==> src/rtl/rr_arb4_pkg.sv <==
// Shared types and constants for the four-way round-robin arbiter.
package rr_arb4_pkg;

  localparam int unsigned NUM_REQ = 4;
  localparam int unsigned SEL_W   = 2;

  typedef enum logic {IDLE, GRANT} arb_state_t;

  typedef logic [SEL_W-1:0] sel_t;

endpackage

==> src/rtl/rr_pick4.sv <==
// Combinational rotate-priority picker: searches ptr+1, ptr+2, ptr+3, ptr (mod 4)
// and returns the first requesting index.
module rr_pick4
  import rr_arb4_pkg::*;
(
  input  logic [NUM_REQ-1:0] i_req,
  input  sel_t               i_ptr,
  output sel_t               o_idx,
  output logic               o_found
);

  sel_t w_cand;

  // Scan from lowest priority to highest so the last hit written wins.
  always_comb begin
    o_idx   = i_ptr;
    o_found = 1'b0;
    w_cand  = i_ptr;
    for (int k = NUM_REQ; k >= 1; k--) begin
      w_cand = i_ptr + sel_t'(k);
      if (i_req[w_cand]) begin
        o_idx   = w_cand;
        o_found = 1'b1;
      end
    end
  end

endmodule

==> src/rtl/rr_arb4.sv <==
// Four-way round-robin arbiter driving the mux4x4 select and a valid/ready beat handshake.
// Optional burst lock selected with macro RR_ARB4_LOCK_EN (holds the grant until LAST or
// HOLD_MAX beats); without it the grant rotates after every beat.
module rr_arb4
  import rr_arb4_pkg::*;
#(
  parameter int unsigned HOLD_MAX = 15
) (
  input  logic               i_clk,
  input  logic               i_rst_n,
  input  logic [NUM_REQ-1:0] i_req,
  input  logic [NUM_REQ-1:0] i_last,
  input  logic               i_ready,
  output sel_t               o_s,
  output logic [NUM_REQ-1:0] o_gnt,
  output logic               o_valid,
  output logic               o_beat
);

  arb_state_t         r_state, w_state_nxt;
  sel_t               r_s, w_s_nxt;
  sel_t               r_ptr, w_ptr_nxt;
  logic [NUM_REQ-1:0] r_gnt, w_gnt_nxt;

  logic w_valid, w_beat, w_done, w_release;
  sel_t w_pick_ptr, w_win;
  logic w_found;

`ifdef RR_ARB4_LOCK_EN
  localparam int unsigned CntW = $clog2(HOLD_MAX + 1);
  logic [CntW-1:0] r_cnt, w_cnt_nxt;

  // Burst ends on LAST or on the beat that brings the count up to HOLD_MAX.
  assign w_done = i_last[r_s] || (r_cnt == CntW'(HOLD_MAX - 1));
`else
  logic w_unused_cfg;
  assign w_unused_cfg = (^i_last) ^ (HOLD_MAX == 0);
  assign w_done       = 1'b1;
`endif

  assign w_valid   = (r_state == GRANT) && i_req[r_s];
  assign w_beat    = w_valid && i_ready;
  // Withdrawal releases without a beat; otherwise release needs a finishing beat.
  assign w_release = (r_state == GRANT) && (!i_req[r_s] || (w_beat && w_done));

  // On release the search starts after the current holder, which becomes the new PTR.
  // A withdrawn holder has REQ low, so it is naturally excluded from the re-arbitration.
  assign w_pick_ptr = (r_state == GRANT) ? r_s : r_ptr;

  rr_pick4 u_pick (
    .i_req   (i_req),
    .i_ptr   (w_pick_ptr),
    .o_idx   (w_win),
    .o_found (w_found)
  );

  // Next-state and grant/select update.
  always_comb begin
    w_state_nxt = r_state;
    w_s_nxt     = r_s;
    w_gnt_nxt   = r_gnt;
    w_ptr_nxt   = r_ptr;
`ifdef RR_ARB4_LOCK_EN
    w_cnt_nxt   = r_cnt;
`endif
    unique case (r_state)
      IDLE: begin
        w_gnt_nxt = '0;
        if (w_found) begin
          w_state_nxt = GRANT;
          w_s_nxt     = w_win;
          w_gnt_nxt   = 4'b0001 << w_win;
`ifdef RR_ARB4_LOCK_EN
          w_cnt_nxt   = '0;
`endif
        end
      end
      GRANT: begin
        if (w_release) begin
          w_ptr_nxt = r_s;
          if (w_found) begin
            w_s_nxt   = w_win;
            w_gnt_nxt = 4'b0001 << w_win;
`ifdef RR_ARB4_LOCK_EN
            w_cnt_nxt = '0;
`endif
          end else begin
            w_state_nxt = IDLE;
            w_gnt_nxt   = '0;
          end
        end
`ifdef RR_ARB4_LOCK_EN
        else if (w_beat) begin
          w_cnt_nxt = r_cnt + 1'b1;
        end
`endif
      end
    endcase
  end

  // FSM state register.
  always_ff @(posedge i_clk or negedge i_rst_n) begin
    if (!i_rst_n) begin
      r_state <= IDLE;
    end else begin
      r_state <= w_state_nxt;
    end
  end

  // Select, grant and pointer registers; PTR resets to 3 so requester 0 wins first.
  always_ff @(posedge i_clk or negedge i_rst_n) begin
    if (!i_rst_n) begin
      r_s   <= '0;
      r_gnt <= '0;
      r_ptr <= 2'd3;
    end else begin
      r_s   <= w_s_nxt;
      r_gnt <= w_gnt_nxt;
      r_ptr <= w_ptr_nxt;
    end
  end

`ifdef RR_ARB4_LOCK_EN
  // Beat counter for the current burst.
  always_ff @(posedge i_clk or negedge i_rst_n) begin
    if (!i_rst_n) begin
      r_cnt <= '0;
    end else begin
      r_cnt <= w_cnt_nxt;
    end
  end
`endif

  assign o_s     = r_s;
  assign o_gnt   = r_gnt;
  assign o_valid = w_valid;
  assign o_beat  = w_beat;

endmodule

==> config.mk <==
export PLATFORM = sky130hd
export DESIGN_NAME = rr_arb4
export DESIGN_NICKNAME = d
export VERILOG_FILES = /design/src/rtl/rr_arb4_pkg.sv /design/src/rtl/rr_pick4.sv /design/src/rtl/rr_arb4.sv
export SDC_FILE = /design/constraint.sdc
export NUM_CORES = 1
export LEC_CHECK = 0
export BUFFER_PORTS_ARGS = -buffer_cell sky130_fd_sc_hd__buf_2
export CORE_AREA = 2 2 39 41
export DETAILED_ROUTE_END_ITERATION = 7
export DIE_AREA = 0 0 41 43
export GPL_ROUTABILITY_DRIVEN = 0
export PLACE_DENSITY = 0.75
export SETUP_SLACK_MARGIN = 0.4
export SLEW_MARGIN = 30
export SYNTH_ARGS = -nofsm -noshare
export SYNTH_HDL_FRONTEND = slang
export SYNTH_SLANG_ARGS = --single-unit
==> constraint.sdc <==
create_clock -name i_clk -period 5.08 [get_ports i_clk]
set_clock_uncertainty 0.2 [all_clocks]
set_input_delay 1.016 -clock i_clk [delete_from_list [all_inputs] [get_ports i_clk]]
set_output_delay 1.016 -clock i_clk [all_outputs]
set_load 0.05 [all_outputs]
Word level (Yosys, flattened, before mapping)
Cells that the tools add are included.
{ "totals": {"reg_bits": 9, "latch_bits": 0, "ram_bits": 0, "mem_bits_ro": 0, "out_inout_bits": 8, "word_cells": 48, "mem_count": 0} }
{ "op_classes": {"n_addsub": 3, "multipliers": 0, "div_mod_pow": 0, "order_cmp": 5, "eq_ne": 1, "shift": 1, "muxes": 27, "bitwise_logic": 1, "n_reduce_logical": 6} }
{ "op_table": {"columns": ["op", "n"], "rows": [
  ["2-bit by 3-bit < comparator with 1-bit output (second input constant)", 5],
  ["2-bit two-way mux", 6],
  ["1-bit two-way mux", 11],
  ["1-bit binary-select mux with 2-bit select", 5],
  ["4-bit two-way mux", 2],
  ["4-bit one-hot mux with 2 select lines", 1],
  ["2-bit adder (second input constant)", 2],
  ["2-bit one-hot mux with 2 select lines", 1],
  ["1-bit by 2-bit << shifter with 4-bit output (first input constant)", 1],
  ["1-bit logical AND", 3],
  ["2-bit by 1-bit adder with 2-bit output (second input constant)", 1],
  ["2-bit by 1-bit inequality test with 1-bit output (second input constant)", 1],
  ["1-bit one-hot mux with 2 select lines", 1],
  ["2-bit AND reduction", 1],
  ["1-bit zero test", 1],
  ["1-bit logical OR", 1],
  ["1-bit NOT", 1]
]} }

Logic depth before layout (Yosys ltp)
{ "depth": {"depth_word": 11, "depth_mapped": 5, "depth_no_buf": 4} }

By module
From an unflattened synthesis, not the netlist that was laid out.
{ "unflattened": {"hier_cells": 47, "hier_area_um2": 529.3} }
{ "modules_own_cells": {"columns": ["module", "n_inst", "cells_each", "area_per_inst_um2", "seq_area_each_um2"], "rows": [
  ["rr_arb4", 1, 33, 446.7, 227.7],
  ["rr_pick4", 1, 14, 82.6, 0.0]
]} }

Least setup slack after synthesis
Ideal clock, no wire load.
{ "synth_timing": {"kind": "input port to output port", "from": "input i_req[3]", "to": "output o_beat", "t_arrival_ns": 1.858, "t_required_ns": 3.864, "path_slack_ns": 2.006, "path_stages": 2, "n_path_buf": 0, "path_cell_list": "mux4_2 > and3_1"} }
{ "synth_via": {"elab_chain_cells": 4} }
{ "synth_rtl": {"columns": ["element", "line_no", "rtl"], "rows": [
  ["from (decl)", "rr_arb4.sv:11", "input logic [NUM_REQ-1:0] i_req,"],
  ["1-bit binary-select mux with 2-bit select", "rr_arb4.sv:41", "assign w_valid = (r_state == GRANT) && i_req[r_s];"],
  ["1-bit two-way mux (not written as such)", "rr_arb4.sv:41", null],
  ["1-bit logical AND", "rr_arb4.sv:41", null],
  ["1-bit logical AND", "rr_arb4.sv:42", "assign w_beat = w_valid && i_ready;"],
  ["to (decl)", "rr_arb4.sv:17", "output logic o_beat"]
]} }
Every way passes these cells. The select of a mux whose other input is x is not followed.

Worst setup path in the final report
Ends and elaborated chain as after synthesis.

==> impl_metrics.json <==
{
  "fin_crit_ps": 3281,
  "fin_cells": 75,
  "viasPerCell": 5.547,
  "wl_um": 981,
  "status": "finished clean",
  "ctsRootBufferMaster": "clkbuf_4",
  "synth_top_family_by_area": "multiplexers",
  "crit_path_max_fanout": 7,
  "holdWs_ps": 288.9,
  "p_seq_share_pct": 29.2,
  "cp-end-kind": "output port",
  "hold_end": "o_gnt[1]$_DFFE_PN0P_",
  "area_growth_syn_to_layout_pct": 18.92,
  "gr-usage-all-layers_pct": 13.39,
  "dieWidth_um": 41,
  "synth.area.mux_share_pct": 23.20,
  "yosys-top-cells-area": "dfrtp_1 32%, dfstp_2 9.5%, a32o_1 7.2%, mux2_2 6.1%, mux2_4 5.4%",
  "synth_nets": 53,
  "r2r_setup_slack_ps": 3040,
  "diodes": 0,
  "power-per-cell-area_nw_per_um2": 696.6,
  "synthTopCellsByCount": "7 x dfrtp_1, 4 x a32o_1, 3 x mux2_2",
  "relSlewSlack_pct": 60.02,
  "ios": 19,
  "vias": 416,
  "register_area_um2": 227.7,
  "pwr-share-clk_pct": 11.5,
  "final.fill_count": 127,
  "switchingPower_uw": 218.6,
  "synthAdderAreaFrac_pct": 0,
  "setup_slack_ps": 1799,
  "yosys.area_share.simple_pct": 13.06,
  "drtAntennaViolNets": 0,
  "initial_utilization_pct": 40.14,
  "multi_input_area_um2": 309.0,
  "worst_path_largest_cell_delay_ps": 510,
  "hold_depth": 1,
  "design_area_um2": 660.6,
  "yosysTopAreaCellShare_pct": 31.53,
  "wl_met2_um": 467,
  "netlist_area_um2": 555.5,
  "grt_max_degree": 10,
  "synth_xor_area_share_pct": 0,
  "async_flop_share_pct": 100.0,
  "layout-drive-gt1-share_pct": 50.85,
  "worst_ep_required_time_ps": 3860,
  "row_count": 14,
  "wl_met3_um": 63,
  "postCtsSetupRepairBufs": 0,
  "cts_tree": "done",
  "synth-edff-count": 0,
  "holdCritPathClass": "reg2reg",
  "utilization_pct": 47.74,
  "synth_warnings": 0,
  "tns_ps": 0,
  "cts_buffer_depth": 2,
  "r2r_end": "o_s[1]$_DFFE_PN0P_",
  "gr-total-overflow": 0,
  "synth.avg_cell_area_um2": 13.23,
  "hold_viol": 0,
  "htree_levels": 1,
  "rr_worst_depth": 4,
  "cts_buffers": 3,
  "insertion_delay_ps": 260,
  "placed_cell_area_um2": 634.4,
  "fp.dieH_um": 43,
  "maxSlewViolCount": 0,
  "yosysMostFrequentCell": "dfrtp_1",
  "path_cells": "buf_2 -> mux4_2 -> and3_1 -> buf_2",
  "period_share_pct": 64.59,
  "top_layer": "met4",
  "ys_seq_elements": 9,
  "grt_pass1_wl_um": 1566,
  "yosysSeqAreaShare_pct": 40.99,
  "power_uw": 460.2,
  "finalNetCount": 71,
  "cts_hold_buf": 0,
  "grt_pass1_vias": 339,
  "hp-start": "o_gnt[1]$_DFFE_PN0P_",
  "cts.clk_slew.worst_paths_ps": 50,
  "rsz0062_at_grt": "no",
  "place_inst": 71,
  "post-place-ws_ps": 1801,
  "die_area_um2": 1763,
  "comb_power_share_pct": 59.3,
  "crit_path_frequent_cell": "buf_2",
  "synth_compound_area_share_pct": 19.37,
  "cp_data_arrival_time_ps": 2070,
  "swShare_pct": 47.50,
  "r2r_start": "o_s[1]$_DFFE_PN0P_",
  "drtIter0Drc": 7,
  "synthDistinctLibCells": 25,
  "antenna_found_initial": 0,
  "cts-resized-gates": 0,
  "synth_cells": 42,
  "clock-sinks": 9,
  "drv_cap": 0,
  "worst_pin_slew_ps": 594.8,
  "critical_path_class": "in2out",
  "max-vdd-ir-drop_mv": 0.3219,
  "startpoint_type": "primary input",
  "synth_top_area_cell": "dfrtp_1",
  "wl_per_cell_um": 13.08,
  "drt-met1-wl_um": 444,
  "fmax_ghz": 0.3048,
  "drc": 0,
  "p_int_uw": 241.6,
  "core_area_um2": 1384,
  "power_leakage_nw": 0.3039,
  "dp_hpwl_um": 759,
  "firstDrtPassIters": 4,
  "ys.flop_type": "dfrtp_1",
  "io_buffers": 14,
  "finalSetupViolations": 0,
  "slowest_stage": "mux4_2"
}
[power groups by stage]
| stage | registers, mW | logic (mW) | clock network, mW |
|---|---|---|---|
| final | 0.134 | 0.273 | 0.0530 |
| after floorplan | 0.199 | 0.156 | 0 |
| after global routing | 0.139 | 0.291 | 0.0595 |
| after detailed placement | 0.137 | 0.274 | 0 |
| after CTS | 0.136 | 0.275 | 0.0561 |
| after global placement | 0.136 | 0.272 | 0 |
[sequential cells by signal, indices dropped and copies added (netlist names)]
signal   cells
o_gnt        4
o_s          2
r_ptr        2
r_state      1
[logic make-up (layout without fill, tap and decap cells)]
| kind of cell | Yosys count | after routing |
|---|---|---|
| buf+inv | 3 | 20 |
| compound gates | 13 | 13 |
| simple gates | 8 | 8 |
| mux | 9 | 9 |
| flops | 9 | 9 |
[metal layers]
| metal | track usage (%) | vias to the layer above |
|---|---|---|
| li1 | - | 204 |
| met1 | 18.77 | 194 |
| met2 | 18.13 | 16 |
| met3 | 6.283 | 2 |
| met4 | 4.000 | 0 |
| met5 | 0 | - |
[worst max-delay path by stage]
stage / start / endpoint / slack, ps / cells past startpoint
6_report: i_req[3] / o_beat / 1800 / 4
5_1_grt: i_req[3] / o_beat / 1750 / 4
4_1_cts: i_req[3] / o_beat / 1800 / 4
3_5_place_dp: i_req[3] / o_beat / 1800 / 4
3_3_place_gp: i_req[3] / o_beat / 1810 / 4
2_1_floorplan: i_req[3] / o_beat / 2010 / 2
[cells in the final DEF, fill, tap and decap left out, types with 2 or more instances in the layout]
master / count
a32o_1: 4
a211oi_1: 2
mux2_4: 2
buf_2: 14
dfstp_2: 2
clkbuf_4: 3
mux2_2: 3
mux2i_1: 2
inv_1: 2
dfrtp_1: 7
and3_1: 2
[worst max-delay path: cells and delay by family]
kind / cells / cell delay [ps]
buf+inv: 2 / 340
simple gates: 1 / 190
mux: 1 / 510
[layout make-up]
type                    instances  area share (%)
flip-flops and latches          9           34.47
repair buffers                 14           10.61
inverters                       2           1.136
clock buffers                   4           3.977
well taps                      16           3.030
multi-input cells              30           46.78
No activity file was read; power rests on OpenSTA's default activity.
